--- config.mk ---
export PLATFORM = sky130hd
export DESIGN_NAME = universal_shift_reg
export DESIGN_NICKNAME = d
export VERILOG_FILES = /design/src/rtl/universal_shift_reg.sv
export SDC_FILE = /design/constraint.sdc
export NUM_CORES = 1
export LEC_CHECK = 0
export CELL_PAD_IN_SITES_DETAIL_PLACEMENT = 0
export CELL_PAD_IN_SITES_GLOBAL_PLACEMENT = 2
export CORE_MARGIN = 2
export CORE_UTILIZATION = 21
export CTS_CLUSTER_SIZE = 14
export DETAILED_ROUTE_END_ITERATION = 8
export PLACE_DENSITY_LB_ADDON = 0.12
export REMOVE_ABC_BUFFERS = 1
export SLEW_MARGIN = 20
export SYNTH_ARGS = -nofsm -noshare
export SYNTH_HDL_FRONTEND = slang
export SYNTH_SLANG_ARGS = --single-unit
--- constraint.sdc ---
create_clock -name clk -period 1.35 [get_ports clk]
set_input_delay 0.27 -clock clk [delete_from_list [all_inputs] [get_ports clk]]
set_output_delay 0.27 -clock clk [all_outputs]
set_load 0.02 [all_outputs]
--- src/rtl/universal_shift_reg.sv ---
// universal_shift_reg
//   WIDTH-bit synchronous register with hold, logical shift left/right,
//   arithmetic shift right, rotate left/right, parallel load and clear.
//
// Parameters
//   WIDTH    register width in bits (>= 2)
//   RST_VAL  value loaded into Q on reset and by the CLR mode
//
// Ports
//   clk   rising-edge clock
//   rst   synchronous active-high reset (priority over CE and MODE)
//   CE    clock enable; 0 holds Q and SO regardless of MODE
//   MODE  operation select (HOLD/SHL/SHR/ASR/ROL/ROR/LOAD/CLR)
//   SI    serial input for the logical shifts
//   D     parallel load data
//   Q     register contents
//   Qbar  bitwise complement of Q
//   SO    bit shifted or rotated out by the last executed shift/rotate
//   ZERO  high when Q is all zeros
module universal_shift_reg #(
   parameter int unsigned            WIDTH   = 8,
   parameter logic [WIDTH-1:0]       RST_VAL = '0
) (
   input  logic             clk,
   input  logic             rst,
   input  logic             CE,
   input  logic [2:0]       MODE,
   input  logic             SI,
   input  logic [WIDTH-1:0] D,
   output logic [WIDTH-1:0] Q,
   output logic [WIDTH-1:0] Qbar,
   output logic             SO,
   output logic             ZERO
);

   typedef enum logic [2:0] {
      M_HOLD = 3'b000,
      M_SHL  = 3'b001,
      M_SHR  = 3'b010,
      M_ASR  = 3'b011,
      M_ROL  = 3'b100,
      M_ROR  = 3'b101,
      M_LOAD = 3'b110,
      M_CLR  = 3'b111
   } mode_t;

   mode_t mode;
   assign mode = mode_t'(MODE);

   always_ff @(posedge clk) begin
      if (rst) begin
         Q  <= RST_VAL;
         SO <= 1'b0;
      end else if (CE) begin
         case (mode)
            M_HOLD: ;
            M_SHL: begin
               Q  <= {Q[WIDTH-2:0], SI};
               SO <= Q[WIDTH-1];
            end
            M_SHR: begin
               Q  <= {SI, Q[WIDTH-1:1]};
               SO <= Q[0];
            end
            M_ASR: begin
               Q  <= {Q[WIDTH-1], Q[WIDTH-1:1]};
               SO <= Q[0];
            end
            M_ROL: begin
               Q  <= {Q[WIDTH-2:0], Q[WIDTH-1]};
               SO <= Q[WIDTH-1];
            end
            M_ROR: begin
               Q  <= {Q[0], Q[WIDTH-1:1]};
               SO <= Q[0];
            end
            M_LOAD: Q <= D;
            M_CLR: begin
               Q  <= RST_VAL;
               SO <= 1'b0;
            end
            default: ;
         endcase
      end
   end

   // Derived from Q itself so neither output can disagree with the stored word.
   assign Qbar = ~Q;
   assign ZERO = (Q == '0);

endmodule

== Yosys cells after proc, flatten, opt, wreduce, memory -nomap -nowiden ==
Cells that the tools add are included.
Storage, ports and cells
  word-level logic and storage cells: 23
  memories kept: 0
  latch bits: 0
  input port bits: 15
  memory bits (writable): 0
  ROM bits: 0
  bits in registers: 9
  output and inout bits: 18
Cells by class
  $lt $le $gt $ge: 0
  bitwise gates (word level): 2
  $add $sub $neg: 0
  eq/ne operators: 7
  reduce and logical (&&, ||, !) cells: 9
  shift-type cells: 0
  div/mod/pow operators: 0
  muxes and demuxes: 2
  multipliers: 0
Operators by type and width (number)
  $pmux 8 s7: 1
  $eq 3x3->1 const B: 4
  $logic_not 8->1: 1
  $not 8->8: 1
  $reduce_bool 7->1: 1
  $eq 3x2->1 const B: 2
  $reduce_bool 6->1: 1
  $reduce_and 2->1: 2
  $eq 3x1->1 const B: 1
  $pmux 1 s3: 1
  $reduce_and 3->1: 1
  $reduce_bool 3->1: 1
  $reduce_or 3->1: 1
  $reduce_or 2->1: 1
  $not 1->1: 1

== Longest topological paths before layout ==
Gate-level depths: netlist of the first run.
  depth in word-level cells: 4
  gate-level depth with buffers: 5

== Worst setup path before layout of the first run ==
Ideal clock, no wire load.
  path type: reg2out
  from: register Q[3]
  to: output port ZERO
  arrival time: 1019 ps
  cell stages (with the launch flop): 4
  data required time: 1080 ps
  path slack: 61 ps
  path through: dfxtp_1 inv_1 nand4_1 nor2_1
On the way
  cells in the longest elaborated chain, start to end: 1
RTL lines
  from (decl): line 30  | output logic [WIDTH-1:0] Q,
  from (signal assigned): line 58  | Q <= {Q[WIDTH-2:0], SI};
  from (signal assigned): line 62  | Q <= {SI, Q[WIDTH-1:1]};
  from (signal assigned): line 66  | Q <= {Q[WIDTH-1], Q[WIDTH-1:1]};
  $logic_not 8->1: line 89  | assign ZERO = (Q == '0);
  to (decl): line 33  | output logic ZERO
No other way between the ends.

== Worst setup path in the final report of the first run ==
  from: input port MODE[2]
  to: register Q[6]
On the way
  cells in the longest elaborated chain, start to end: 3
  elaborated cells on any way between the ends: 10
  those cells by class: eq/ne (7); mux (1); reduce/logical (2)
RTL lines
  from (decl): line 27  | input logic [2:0] MODE,
  $eq 3x3->1 (tied with other cells): line 55  | case (mode)
  $reduce_bool 7->1 (no line)
  $reduce_and 2->1 (no line)
Parallel ways exist; a longest one is shown, timed or not.
A chain may end at the register's enable or synchronous reset.

==> results.json, run 1 <==
{
  "layout-drive-gt1-share_pct": 39.4,
  "finalHoldViolations": 0,
  "dr.pass1.iters": 4,
  "synthArstFlopShare_pct": 0,
  "clkSinkCount": 9,
  "layout.nets": 171,
  "ys_warn_count": 0,
  "hp-class": "input pin to flip-flop",
  "core_area_mm2": 0.00328,
  "ys_ff_latch": 9,
  "grt_max_degree": 11,
  "io_pins": 33,
  "grt-ovfl-total": 0,
  "tightest_slew_ns": 0.320,
  "netlist_instances": 89,
  "slew_headroom_pct": 78.7,
  "drc": 0,
  "synth-edff-count": 0,
  "diodes": 0,
  "cts_root_buf": "clkbuf_4",
  "met3_wirelength_um": 64,
  "dp.cells": 194,
  "final_max_slew_viol_count": 0,
  "ir_worst_vdd_mv": 0.453,
  "tritoncts": "built",
  "power_frac_clock_pct": 22.4,
  "pwr-share-comb_pct": 46.0,
  "yosysUniqueCellTypes": 36,
  "wl_met2_um": 1160,
  "final_antenna_net_count": 0,
  "cts_max_level": 1,
  "cap_violations": 0,
  "syn_avg_cell_area_um2": 7.96,
  "internal_power_mw": 0.616,
  "die_h_um": 62.1,
  "end_kind": "flip-flop",
  "p_leak_nw": 0.588,
  "grt_first_pass_wirelength_um": 4200,
  "start_kind": "input pin",
  "synthToLayoutAreaGrowth_pct": 85.0,
  "cp_max_fo": 8,
  "gp_congestion": 0.726,
  "drt_iter0_markers": 34,
  "p_switching_mw": 0.317,
  "nFillCells": 366,
  "fin_crit_sh_pct": 96.5,
  "status": "completed",
  "antenna_found_initial": 0,
  "fin_cells": 201,
  "track_usage_pct": 14.7,
  "wl_met1_um": 1350,
  "cts_buffers": 3,
  "synth_ff_type": "dfxtp_1",
  "cp_data_required_time_ns": 1.48,
  "cts_hold_buf": 0,
  "fmax_mhz": 767,
  "topRoutingLayerUsed": "met3",
  "cts_max_path_buffers": 2,
  "finalClockSkew_ns": 0.00173,
  "worstPathArrival_ns": 1.43,
  "initial_core_util_pct": 21.6,
  "place_hpwl_um": 2000,
  "seqPwrFrac_pct": 31.6,
  "wl_per_cell_um": 12.8,
  "fin_crit_ns": 1.30,
  "synth.cell_area_um2": 708,
  "seq_area_frac_synth_pct": 25.4,
  "power_density_mw_per_mm2": 712,
  "grt_pass1_vias": 864,
  "vias_per_cell": 4.43,
  "row_count": 21,
  "wl_um": 2570,
  "die_area_mm2": 0.00385,
  "setup_viol": 0,
  "swShare_pct": 34.0,
  "fp.dieW_um": 62.1,
  "tns_ns": 0,
  "clkSlewWorstSetupHoldPaths_ns": 0.06,
  "io_buffers": 32,
  "clk_latency_ns": 0.25,
  "p_total_mw": 0.933,
  "criticalPathCategory": "input pin to flip-flop",
  "rsz0062_at_grt": "yes",
  "dr_total_vias": 891
}
[flip-flops by register name, indices dropped and copies added (netlist names)]
signal and flops:
SO 1, Q 8
[final timing paths]
| check | depth (start not counted) | slack [ns] | to | from |
|---|---|---|---|---|
| hold reg to reg | 2 | 0.54 | SO | SO |
| setup reg to reg | 5 | 0.20 | Q[7] | Q[6] |
| hold / removal | 3 | 0.37 | SO | CE |
| setup / recovery | 6 | 0.05 | Q[6] | MODE[2] |
[stage by stage]
step | hold WS [ns] | utilization (%) | setup WS, ns | cell area [um2]
2_1_floorplan | 0.335 | - | 0.0611 | 659
3_3_place_gp | 0.528 | 39.4 | -0.452 | 1290
3_5_place_dp | 0.537 | 39.4 | -0.405 | 1290
4_1_cts | 0.544 | 40.4 | 0.00579 | 1330
5_1_grt | 0.376 | 39.9 | -0.0658 | 1310
6_report | 0.365 | 39.9 | 0.0468 | 1310
[area by class of cell]
class                   instances  area (um2)  share of cell area, %
clock buffers                   4        26.3                   2.01
well taps                      46        57.6                   4.39
inverters                      10        37.5                   2.87
repair buffers                 69         551                   42.0
multi-input cells              63         458                   35.0
flip-flops and latches          9         180                   13.8
[synthesized netlist by cell type, types with 3 or more instances]
cell type  n  area [um2]
inv_1      9        33.8
dfxtp_1    9         180
buf_2      3        15.0
o31ai_1    3        22.5
nor2_1     6        22.5
a211o_1    3        26.3
a211oi_1   7        52.6
nand2b_1   3        18.8
a2bb2oi_1  3        26.3
a21oi_1    6        30.0
and3_1     4        25.0
nand2_1    3        11.3
[repair_timing]
item / CTS / global route
resized for setup: 36 / 22
setup buffers: 0 / 1
pin swaps: 3 / 3
endpoints found under the setup margin: 27 / 22
gates cloned: 2 / 0
[power by group through the flow]
stage | sequential, mW | combinational (mW) | clock, mW
after global routing | 0.297 | 0.469 | 0.240
after global placement | 0.301 | 0.451 | 0
after CTS | 0.295 | 0.429 | 0.214
after floorplan | 0.333 | 0.144 | 0
after detailed placement | 0.301 | 0.447 | 0
final | 0.295 | 0.429 | 0.209
[cell families after synthesis]
logic type,count (synthesis),share of synthesized area [%]
muxes,1,1.59
and+or+nand+nor,24,18.4
AOI/OAI and AO/OA,36,38.9
buffers and inverters,17,12.2
DFF,9,25.4
xor gates and xnor gates,2,3.53
[per-layer routing]
layer	vias up	track usage, %
met4	0	3.65
li1	466	-
met2	18	21.7
met5	-	0
met3	0	1.86
met1	407	22.4
[worst max-delay path, cell delays in order]
cell	delay (ns)
dlygate4sd2_1	0.25
buf_6	0.13
buf_4	0.15
and3_4	0.16
a222oi_1	0.34
a211oi_2	0.12
[cell usage in the layout, fill, tap and decap left out, drive strengths merged, types with 3 or more instances in the layout]
| master | synthesis | layout |
|---|---|---|
| buf | 7 | 38 |
| clkbuf | 0 | 14 |
| clkdlybuf4s50 | 0 | 10 |
| inv | 10 | 10 |
| dfxtp | 9 | 9 |
| a211oi | 8 | 8 |
| nor2 | 6 | 6 |
| a21oi | 6 | 6 |
| dlygate4sd2 | 0 | 5 |
| clkdlybuf4s15 | 0 | 5 |
| and3 | 4 | 4 |
| o21ai | 4 | 4 |
| a2bb2oi | 3 | 3 |
| nand2b | 3 | 3 |
| a211o | 3 | 3 |
| o31ai | 3 | 3 |
| nand2 | 3 | 3 |
No activity file was read; power rests on OpenSTA's default activity.
==> run 2: changes to the inputs <==
Settings changed: CORE_UTILIZATION 21 to 25, DONT_BUFFER_PORTS set to 1.
Clock period 1.35 ns to 1.2 ns, I/O delays scaled along.
==> run 2 against run 1 <==
  * The run now ends with setup timing left
  * Critical endpoint is now ZERO
  * Worst setup slack lost 0.15 ns
  * Clock power grew 22%
  * Via count shrank 13%
==> results.json, run 2 (synthesis results as in run 1) <==
{
  "place_hpwl_um": 1700,
  "grt_max_degree": 24,
  "wl_per_cell_um": 15.7,
  "drt_iter0_markers": 15,
  "fin_cells": 144,
  "dr_total_vias": 771,
  "largest_reg_flops": 8,
  "start_kind": "flip-flop",
  "final_cell_mix": "25 x buf_4, 7 x a211oi_1, 6 x inv_2, 6 x nor2_1, 5 x a21oi_1",
  "fin_crit_sh_pct": 109,
  "p_total_mw": 0.928,
  "cts_buffers": 3,
  "grt_pass1_vias": 755,
  "worstPathArrival_ns": 1.06,
  "clkSlewWorstSetupHoldPaths_ns": 0.08,
  "regMostFlops": "Q",
  "antenna_found_initial": 0,
  "row_count": 19,
  "tightest_slew_ns": 0.278,
  "ir_worst_vdd_mv": 0.429,
  "io_buffers": 0,
  "drc": 0,
  "criticalPathCategory": "flip-flop to output pin",
  "dr.pass1.iters": 4,
  "end_kind": "output pin",
  "reg_top3": "Q (8), SO (1)",
  "clk_latency_ns": 0.27,
  "synthToLayoutAreaGrowth_pct": 35.3,
  "core_area_mm2": 0.00273,
  "slew_headroom_pct": 81.5,
  "cp_data_required_time_ns": 0.96,
  "cts_max_level": 1,
  "whs_ns": 0.0169,
  "setup_ws_ns": -0.103,
  "finalClockSkew_ns": 0.00968,
  "io_pins": 33,
  "fmax_mhz": 767,
  "dp.cells": 132,
  "fp.dieW_um": 57.2,
  "rsz0062_at_grt": "yes",
  "track_usage_pct": 15.0,
  "preCtsSetupSlack_ns": 0.0440,
  "power_density_mw_per_mm2": 968,
  "initial_core_util_pct": 25.9,
  "cts_max_path_buffers": 2,
  "min_path_cells": 1,
  "wl_um": 2270,
  "cts_root_buf": "clkbuf_4",
  "cap_violations": 0,
  "setup_viol": 1,
  "hp-class": "input pin to flip-flop",
  "fin_crit_ns": 1.30,
  "reg2reg_depth": 5,
  "gp_congestion": 0.760,
  "final_max_slew_viol_count": 0,
  "diodes": 0,
  "layout.nets": 129,
  "final_antenna_net_count": 0,
  "die_area_mm2": 0.00327,
  "tns_ns": -0.103,
  "final_common_cell": "buf_4",
  "cp_max_fo": 4,
  "p_leak_nw": 0.398,
  "die_h_um": 57.2,
  "layout-drive-gt1-share_pct": 45.1,
  "status": "finished, violations left",
  "tritoncts": "built",
  "grt_first_pass_wirelength_um": 3680,
  "nFillCells": 298,
  "finalHoldViolations": 0,
  "vias_per_cell": 5.35,
  "grt-ovfl-total": 0,
  "violations": "setup timing",
  "clkSinkCount": 9
}
run 2: cell count changes in the layout (fill, tap and decap cells not counted), moves of 3 or more:
cell / before / now
clkbuf_2: 10 / 0
clkdlybuf4s50_1: 10 / 0
buf_4: 34 / 25
dfxtp_1: 9 / 2
inv_1: 9 / 3
clkdlybuf4s15_1: 5 / 0
dlygate4sd2_1: 5 / 0
inv_2: 1 / 6
dfxtp_2: 0 / 4
dfxtp_4: 0 / 3
run 2: through the flow:
step | instance area [um2] | utilization [%]
3_3_place_gp | 841 | 30.8
5_1_grt | 958 | 35.1
6_report | 958 | 35.1
3_5_place_dp | 841 | 30.8
2_1_floorplan | 659 | -
4_1_cts | 908 | 33.2
run 2: worst paths after layout:
path | slack, ns | startpoint | to
setup / recovery | -0.10 | Q[3] | ZERO
hold / removal | 0.02 | rst | Q[4]
setup reg to reg | 0.07 | Q[2] | Q[1]
hold reg to reg | 0.52 | Q[3] | Q[3]
run 2: repair_timing:
item	CTS	global route
hold buffers	0	0
buffers inserted	4	4
pin swaps	2	5
endpoints found under the setup margin	3	5
gates resized for setup	10	10
run 2: power by group:
group	switching, mW	leakage (nW)	total, mW	internal, mW
registers	0.0232	0.0777	0.345	0.322
clock network	0.130	0.0177	0.254	0.124
logic	0.168	0.303	0.329	0.161
run 2: layout make-up:
| class | count | area (um2) | area share [%] |
|---|---|---|---|
| clock buffers | 3 | 22.5 | 2.35 |
| flip-flops and latches | 9 | 196 | 20.5 |
| clock inverters | 1 | 5.00 | 0.522 |
| repair buffers | 27 | 210 | 21.9 |
| multi-input cells | 63 | 445 | 46.5 |
| inverters | 10 | 40.0 | 4.18 |
| well taps | 31 | 38.8 | 4.05 |
run 2: critical path: stages (launching register included):
cell     delay [ns]
dfxtp_4        0.36
inv_4          0.06
nand4_1        0.10
nor2_1         0.12
buf_4          0.15
run 2: per-layer routing:
metal | wire length [um] | global-route usage, % | up-vias
met5 | 0 | 0 | -
met4 | 17 | 3.99 | 0
met3 | 145 | 6.58 | 4
met2 | 1030 | 23.0 | 26
met1 | 1080 | 19.4 | 355
li1 | - | - | 386
